**src/rtl/ic_sram_port.sv**
```systemverilog
// Memory-side target for one interconnect master port: decodes req/gnt requests onto a
// single-port synchronous SRAM and returns in-order recv/ack responses via a small FIFO.
module ic_sram_port #(
    parameter logic [31:0] MAP_MATCH = 32'h2000_0000,
    parameter logic [31:0] MAP_MASK  = 32'hFFFF_0000,
    parameter int unsigned SRAM_AW   = 14,
    parameter int unsigned RSP_DEPTH = 2
) (
    input  logic               g_clk,
    input  logic               g_resetn,
    input  logic               mem_req,
    input  logic               mem_wen,
    input  logic [3:0]         mem_strb,
    input  logic [31:0]        mem_wdata,
    input  logic [31:0]        mem_addr,
    output logic               mem_gnt,
    output logic               mem_recv,
    input  logic               mem_ack,
    output logic               mem_error,
    output logic [31:0]        mem_rdata,
    output logic               sram_cen,
    output logic               sram_wen,
    output logic [3:0]         sram_strb,
    output logic [SRAM_AW-1:0] sram_addr,
    output logic [31:0]        sram_wdata,
    input  logic [31:0]        sram_rdata
);

    localparam int unsigned PTR_W = $clog2(RSP_DEPTH);
    localparam int unsigned CNT_W = PTR_W + 1;
    localparam int unsigned OCC_W = CNT_W + 1;

    logic                 inflight_q, inflight_d;
    logic                 pend_err_q, pend_err_d;
    logic                 pend_wr_q, pend_wr_d;
    logic [31:0]          fifo_data_q [RSP_DEPTH];
    logic [RSP_DEPTH-1:0] fifo_err_q;
    logic [PTR_W-1:0]     rd_ptr_q, rd_ptr_d;
    logic [PTR_W-1:0]     wr_ptr_q, wr_ptr_d;
    logic [CNT_W-1:0]     fifo_cnt_q, fifo_cnt_d;

    logic             hit, bad;
    logic [OCC_W-1:0] occ;
    logic             fifo_empty;
    logic [31:0]      cur_rdata;
    logic             push, pop;

    // Request decode and acceptance
    assign hit     = (mem_addr & MAP_MASK) == MAP_MATCH;
    assign bad     = !hit || (mem_addr[1:0] != 2'b00);
    assign occ     = OCC_W'(inflight_q) + OCC_W'(fifo_cnt_q);
    assign mem_gnt = mem_req && (occ < OCC_W'(RSP_DEPTH));

    assign sram_cen   = mem_gnt && !bad;
    assign sram_wen   = mem_wen;
    assign sram_strb  = mem_strb;
    assign sram_addr  = mem_addr[SRAM_AW+1:2];
    assign sram_wdata = mem_wdata;

    // Response word of the previous-cycle accept; writes and errors return zero data
    assign cur_rdata  = (pend_err_q || pend_wr_q) ? 32'h0 : sram_rdata;
    assign fifo_empty = (fifo_cnt_q == '0);

    // FIFO head has priority; the fresh word bypasses only when nothing is buffered
    assign mem_recv  = !fifo_empty || inflight_q;
    assign mem_error = !fifo_empty ? fifo_err_q[rd_ptr_q]  : (inflight_q && pend_err_q);
    assign mem_rdata = !fifo_empty ? fifo_data_q[rd_ptr_q] : (inflight_q ? cur_rdata : 32'h0);

    assign pop  = !fifo_empty && mem_ack;
    assign push = inflight_q && !(fifo_empty && mem_ack);

    always_comb begin
        inflight_d = mem_gnt;
        pend_err_d = pend_err_q;
        pend_wr_d  = pend_wr_q;
        rd_ptr_d   = rd_ptr_q;
        wr_ptr_d   = wr_ptr_q;
        fifo_cnt_d = fifo_cnt_q;
        if (mem_gnt) begin
            pend_err_d = bad;
            pend_wr_d  = mem_wen;
        end
        if (pop) begin
            rd_ptr_d = rd_ptr_q + PTR_W'(1);
        end
        if (push) begin
            wr_ptr_d = wr_ptr_q + PTR_W'(1);
        end
        case ({push, pop})
            2'b10:   fifo_cnt_d = fifo_cnt_q + CNT_W'(1);
            2'b01:   fifo_cnt_d = fifo_cnt_q - CNT_W'(1);
            default: fifo_cnt_d = fifo_cnt_q;
        endcase
    end

    always_ff @(posedge g_clk or negedge g_resetn) begin
        if (!g_resetn) begin
            inflight_q <= 1'b0;
            pend_err_q <= 1'b0;
            pend_wr_q  <= 1'b0;
            rd_ptr_q   <= '0;
            wr_ptr_q   <= '0;
            fifo_cnt_q <= '0;
        end else begin
            inflight_q <= inflight_d;
            pend_err_q <= pend_err_d;
            pend_wr_q  <= pend_wr_d;
            rd_ptr_q   <= rd_ptr_d;
            wr_ptr_q   <= wr_ptr_d;
            fifo_cnt_q <= fifo_cnt_d;
        end
    end

    always_ff @(posedge g_clk or negedge g_resetn) begin
        if (!g_resetn) begin
            for (int unsigned i = 0; i < RSP_DEPTH; i++) begin
                fifo_data_q[i] <= '0;
            end
            fifo_err_q <= '0;
        end else if (push) begin
            fifo_data_q[wr_ptr_q] <= cur_rdata;
            fifo_err_q[wr_ptr_q]  <= pend_err_q;
        end
    end

    a_fifo_bound: assert property (@(posedge g_clk) disable iff (!g_resetn)
        fifo_cnt_q <= CNT_W'(RSP_DEPTH));
    a_occ_bound: assert property (@(posedge g_clk) disable iff (!g_resetn)
        occ <= OCC_W'(RSP_DEPTH));
    a_no_pop_empty: assert property (@(posedge g_clk) disable iff (!g_resetn)
        pop |-> !fifo_empty);

endmodule

```
**config.mk**
```make
export PLATFORM = sky130hd
export DESIGN_NAME = ic_sram_port
export DESIGN_NICKNAME = d
export VERILOG_FILES = /design/src/rtl/ic_sram_port.sv
export SDC_FILE = /design/constraint.sdc
export NUM_CORES = 1
export LEC_CHECK = 0
export ABC_AREA = 1
export CORE_MARGIN = 2
export CORE_UTILIZATION = 38
export CTS_CLUSTER_SIZE = 30
export DETAILED_ROUTE_END_ITERATION = 10
export PLACE_DENSITY_LB_ADDON = 0.2
export SYNTH_ARGS = -nofsm -noshare
export SYNTH_HDL_FRONTEND = slang
export SYNTH_SLANG_ARGS = --single-unit
```
**constraint.sdc**
```tcl
create_clock -name g_clk -period 1.8 [get_ports g_clk]
set_clock_uncertainty 0.2 [all_clocks]
set_input_delay 0.45 -clock g_clk [delete_from_list [all_inputs] [get_ports g_clk]]
set_output_delay 0.45 -clock g_clk [all_outputs]
set_load 0.02 [all_outputs]
```
== Word-level counts from Yosys, hierarchy flattened ==
Cells that the tools add are included.

* Word-level logic and storage cells: 60
* Bits in registers: 73
* Input port bits: 105
* Latch bits: 0
* Output and inout bits: 87
* RAM bits: 0
* Memories kept: 0
* ROM bits: 0

* Divide/modulo/power cells: 0
* $lt $le $gt $ge: 7
* Eq/ne operators: 3
* Add/subtract/negate cells: 5
* Reduce and logical (&&, ||, !) cells: 18
* Multipliers: 0
* Multiplexer cells: 16
* Shift-type cells: 0
* Bitwise logic cells: 2

{| class="wikitable"
|+ Operators with widths
! cell !! number
|-
| two-way mux 32 bit || 7
|-
| bitwise mux 64 bit || 1
|-
| demux 32 bit (select 1 bit) || 1
|-
| == test 16 x 14 -> 1 bit, second input constant || 1
|-
| logical AND 1 bit || 8
|-
| greater-or-equal comparator 2 bit, second input constant || 2
|-
| logical NOT 1 bit || 4
|-
| < comparator 1 x 2 -> 1 bit, second input constant || 2
|-
| two-way mux 1 bit || 4
|-
| NOT 1 -> 2 bit || 2
|-
| one-hot mux 2 bit (2 select lines) || 1
|-
| nonzero test 2 bit || 2
|-
| adder 1 x 2 -> 3 bit || 1
|-
| logical OR 1 bit || 3
|-
| < comparator 3 x 2 -> 1 bit, second input constant || 1
|-
| adder 1 bit, second input constant || 2
|-
| adder 2 x 1 -> 2 bit, second input constant || 1
|-
| bitwise mux 2 bit || 1
|-
| == test 2 x 1 -> 1 bit, second input constant || 1
|-
| == test 2 bit, second input constant || 1
|-
| logical NOT 2 bit || 1
|-
| < comparator 2 x 1 -> 1 bit, second input constant || 1
|-
| subtractor 2 x 1 -> 2 bit, second input constant || 1
|-
| demux 1 bit (select 1 bit) || 1
|-
| greater-or-equal comparator 1 bit, second input constant || 1
|}

== Longest topological paths before layout ==
* Depth in word-level cells: 6
* Depth in mapped cells: 7
* Depth with buffers taken out: 7

== Least setup slack after synthesis ==
Ideal clock, no wire load.

* Path kind: reg2out
* Start: register pend_wr_q
* End: output mem_rdata[0]
* Setup slack: -387 ps
* Arrival time: 1537 ps
* Stages on the path, launching flop included: 5
* Buffers on the path: 2
* Cells stage by stage: dfrtp_1 > or2_2 > buf_2 > buf_2 > o31ai_1

* Longest elaborated chain between the ends: 4

{| class="wikitable"
|+ RTL lines
! what !! line !! text
|-
| start: declaration || 35 || <nowiki>logic pend_wr_q, pend_wr_d;</nowiki>
|-
| start signal: assignment || 107 || <nowiki>pend_wr_q <= pend_wr_d;</nowiki>
|-
| logical OR 1 bit || 61 || <nowiki>assign cur_rdata = (pend_err_q || pend_wr_q) ? 32'h0 : sram_rdata;</nowiki>
|-
| two-way mux 32 bit || 61 ||
|-
| two-way mux 32 bit (2 in a row) || 67 || <nowiki>assign mem_rdata = !fifo_empty ? fifo_data_q[rd_ptr_q] : (inflight_q ? cur_rdata : 32'h0);</nowiki>
|-
| end: declaration || 20 || <nowiki>output logic [31:0] mem_rdata,</nowiki>
|}

Every way passes these cells.

== Worst setup path in the final report ==
* Start: register fifo_cnt_q[0]
* End: output mem_rdata[20]

* Longest elaborated chain between the ends: 2

{| class="wikitable"
|+ RTL lines
! what !! line !! text
|-
| start: declaration || 40 || <nowiki>logic [CNT_W-1:0] fifo_cnt_q, fifo_cnt_d;</nowiki>
|-
| start signal: assignment || 110 || <nowiki>fifo_cnt_q <= fifo_cnt_d;</nowiki>
|-
| logical NOT 2 bit || 62 || <nowiki>assign fifo_empty = (fifo_cnt_q == '0);</nowiki>
|-
| two-way mux 32 bit || 67 ||
|}

Every way passes these cells.

==> flow_summary_export.csv <==
group,metric,value,unit
worst_setup_path,critical_path_peak_fanout,17,
synthesis,synthTopCellsByArea,"dfrtp_1, nand2_1, buf_4, inv_1, o31ai_1",
timing,fin_crit_sh,131,%
global_routing,grt_use_met1,27.8,%
timing,setup_viol,105,
synthesis,yosysTopAreaCell,"dfrtp_1",
floorplan,start_util,39.3,%
worst_setup_path,arrival,1.70,ns
clocking,numCtsBuffers,9,
clocking,htree_levels,3,
floorplan,core_area,10900,sq um
worst_setup_path,cp_slowest_stage_delay,0.41,ns
synthesis,ys_ff_latch,73,
synthesis,ys_seq_area_share,42.5,%
worst_setup_path,cp-start-kind,"flip-flop",
final_layout,area_growth_syn_to_layout,83.8,%
global_routing,grtUsageTotal,23.1,%
drt,dr.first_iter.drc_count,164,
worst_setup_path,worstPathCellList,"nor2_4, nand2_4, buf_12, o31ai_4, buf_6",
floorplan,rows,38,
worst_setup_path,endpoint_kind,"primary output",
global_routing,grt_pass1_wl,21.6,mm
status,status,"finished, violations left",
synthesis,synth_top_area_share,42.5,%
clocking,cts-root-buf,"clkbuf_16",
global_routing,grt_util_met2,40.8,%
synthesis,yosysWarnings,0,
clocking,clockBufferDepth,2,
final_layout,drive_gt1_share,52.8,%
global_routing,grt_util_met3,4.23,%
drt,wire_per_inst,17.2,um
worst_setup_path,path_class,"flip-flop to primary output",
timing,maxSlewHeadroom,68.4,%
final_layout,nets,822,
power_and_ir_drop,ir_drop,0.824,mV
floorplan,die_h,110,um
timing,hold_viol,0,
placement,dpl_cell_area,6170,sq um
timing,fin_crit,2.35,ns
clocking,clkSlewWorstSetupHoldPaths,0.06,ns
timing,holdWs,0.278,ns
global_routing,overflow,0,
worst_setup_path,cp.required,1.15,ns
global_routing,grt_max_degree,74,
power_and_ir_drop,power.density,1360,nW/um^2
synthesis,ys_types,25,
clocking,cts.sinks,73,
timing,setup_slack,-0.555,ns
floorplan,io_pins,192,
global_routing,antenna_found_initial,0,
worst_hold_path,hp-class,"flip-flop to flip-flop",
drt,wirelength,14.9,mm
synthesis,synth_area_per_cell,7.59,sq um
placement,hpwl,7.24,mm
clocking,clkLatencyLatePin,0.33,ns
drt,drc_errors,0,
worst_setup_path,slowest_stage,"dfrtp_1",
final_layout,final_area,7910,sq um
drt,viasPerCell,5.11,
global_routing,grt_pass1_vias,4488,
synthesis,synth_cells,567,
global_routing,gr-max-usage-layer,"met2",
timing,worst-slew-pin-transition,0.472,ns
power_and_ir_drop,leakage,4.22,nW
synthesis,synthesis.area,4300,sq um
drt,ant_nets,0,
final_layout,final_util,72.3,%
synthesis,synth_flop_cell,"dfrtp_1",
final_layout,n_antenna_cell,0,
timing,max_freq,0.425,GHz
final_layout,num-fill-cells,776,
placement,numPortBuffers,91,
timing,setup_tns,-41.95,ns
timing,rsz0062_at_grt,"yes",
synthesis,synth_edf_count,0,
floorplan,die_area,12200,sq um
drt,vias,4400,
timing,drv_slew,0,
clocking,cts_tree,"yes",
placement,gp_congestion,0.775,
synthesis,async_reset_ff_share,100,%
job,max_cap_viol_count,0,
drt,first_pass_iters,4,
floorplan,die_x,110,um
synthesis,synth_nets,673,
status,violations,"negative setup slack",
placed cells by master (no fill, tap or decap), types with 32 or more instances in the layout:
master            n
buf_6            51
nand2_4          52
clkdlybuf4s50_1  50
o31ai_4          32
buf_4            78
o21ai_2          52
nor2_1           44
nand2_1          59
dfrtp_1          73
inv_1            70
nand2_2          34
timing repair:
item | CTS | global route
cloned | 14 | 6
pin swaps | 15 | 19
setup buffers | 18 | 6
hold endpoints to repair | 73 | 0
gates resized for setup | 358 | 134
setup endpoints to repair | 104 | 106
hold buffers | 1 | 0
layout make-up:
class | count | area [sq um] | share of cell area (%)
Tap cell | 140 | 175 | 2.22
Inverter | 74 | 285 | 3.61
Multi-Input combinational cell | 338 | 2830 | 35.8
Clock buffer | 10 | 229 | 2.90
Timing Repair Buffer | 220 | 2470 | 31.3
Sequential cell | 73 | 1830 | 23.1
Clock inverter | 6 | 82.6 | 1.04
sequential cells by signal, indices dropped and copies added (netlist names):
signal / count
fifo_data_q: 64
fifo_cnt_q: 2
fifo_err_q: 2
inflight_q: 1
pend_err_q: 1
pend_wr_q: 1
rd_ptr_q: 1
wr_ptr_q: 1
logic make-up after synthesis:
family	share of synthesized area [%]
and+or+nand+nor	18.8
buffers and inverters	19.5
AOI/OAI and AO/OA	18.4
DFF	42.5
xor gates and xnor gates	0.611
adders and majority gates	0.291
power by group:
| part | switching, mW | internal (mW) |
|---|---|---|
| clock network | 0.695 | 1.21 |
| logic | 3.54 | 3.45 |
| registers | 0.109 | 1.76 |
| total | 4.34 | 6.42 |
routing by layer:
metal / routed length (um) / up-vias / share of wire, %
met5: 0 / - / 0
met4: 311 / 0 / 2.1
met3: 891 / 42 / 6.0
met2: 7920 / 155 / 53
met1: 5730 / 2141 / 39
li1: - / 2062 / -
cells in the mapped netlist, types with 2 or more instances:
cell type    n
a21oi_1     33
buf_2       16
buf_4       61
clkbuf_1     6
dfrtp_1     73
inv_1       73
nand2_1    142
nand2_4      2
nand3_1      2
nor2_1      45
o21ai_0     36
o21ai_1     22
o21ai_2     10
o31ai_1     32
or2_2        3
xor2_1       2
worst max-delay path, delay by kind of cell (launching register included):
family                 cells  cell delay, ns
buffers and inverters      2            0.34
and+or+nand+nor            2            0.35
AOI/OAI and AO/OA          1            0.25
DFF                        1            0.41
path summary, 6_finish.rpt:
kind / slack [ns] / from / endpoint / depth (start not counted)
max in group asynchronous: 0.60 / g_resetn / fifo_data_q[7] / 3
worst min-delay path: 0.28 / fifo_data_q[30] / fifo_data_q[30] / 2
worst max register to register: -0.45 / fifo_cnt_q[0] / fifo_cnt_q[1] / 12
worst min register to register: 0.28 / fifo_data_q[30] / fifo_data_q[30] / 2
worst max-delay path: -0.55 / fifo_cnt_q[0] / mem_rdata[20] / 5
min in group asynchronous: 0.48 / g_resetn / fifo_data_q[47] / 3
stage by stage:
stage	power, mW	cells	setup slack (ns)
global placement	6.68	809	-0.844
floorplan	4.96	567	-0.186
detailed placement	6.72	809	-0.847
finish	10.8	861	-0.555
global route	11.2	861	-0.605
CTS	10.5	858	-0.574
Power figures use the tool's default switching activity.
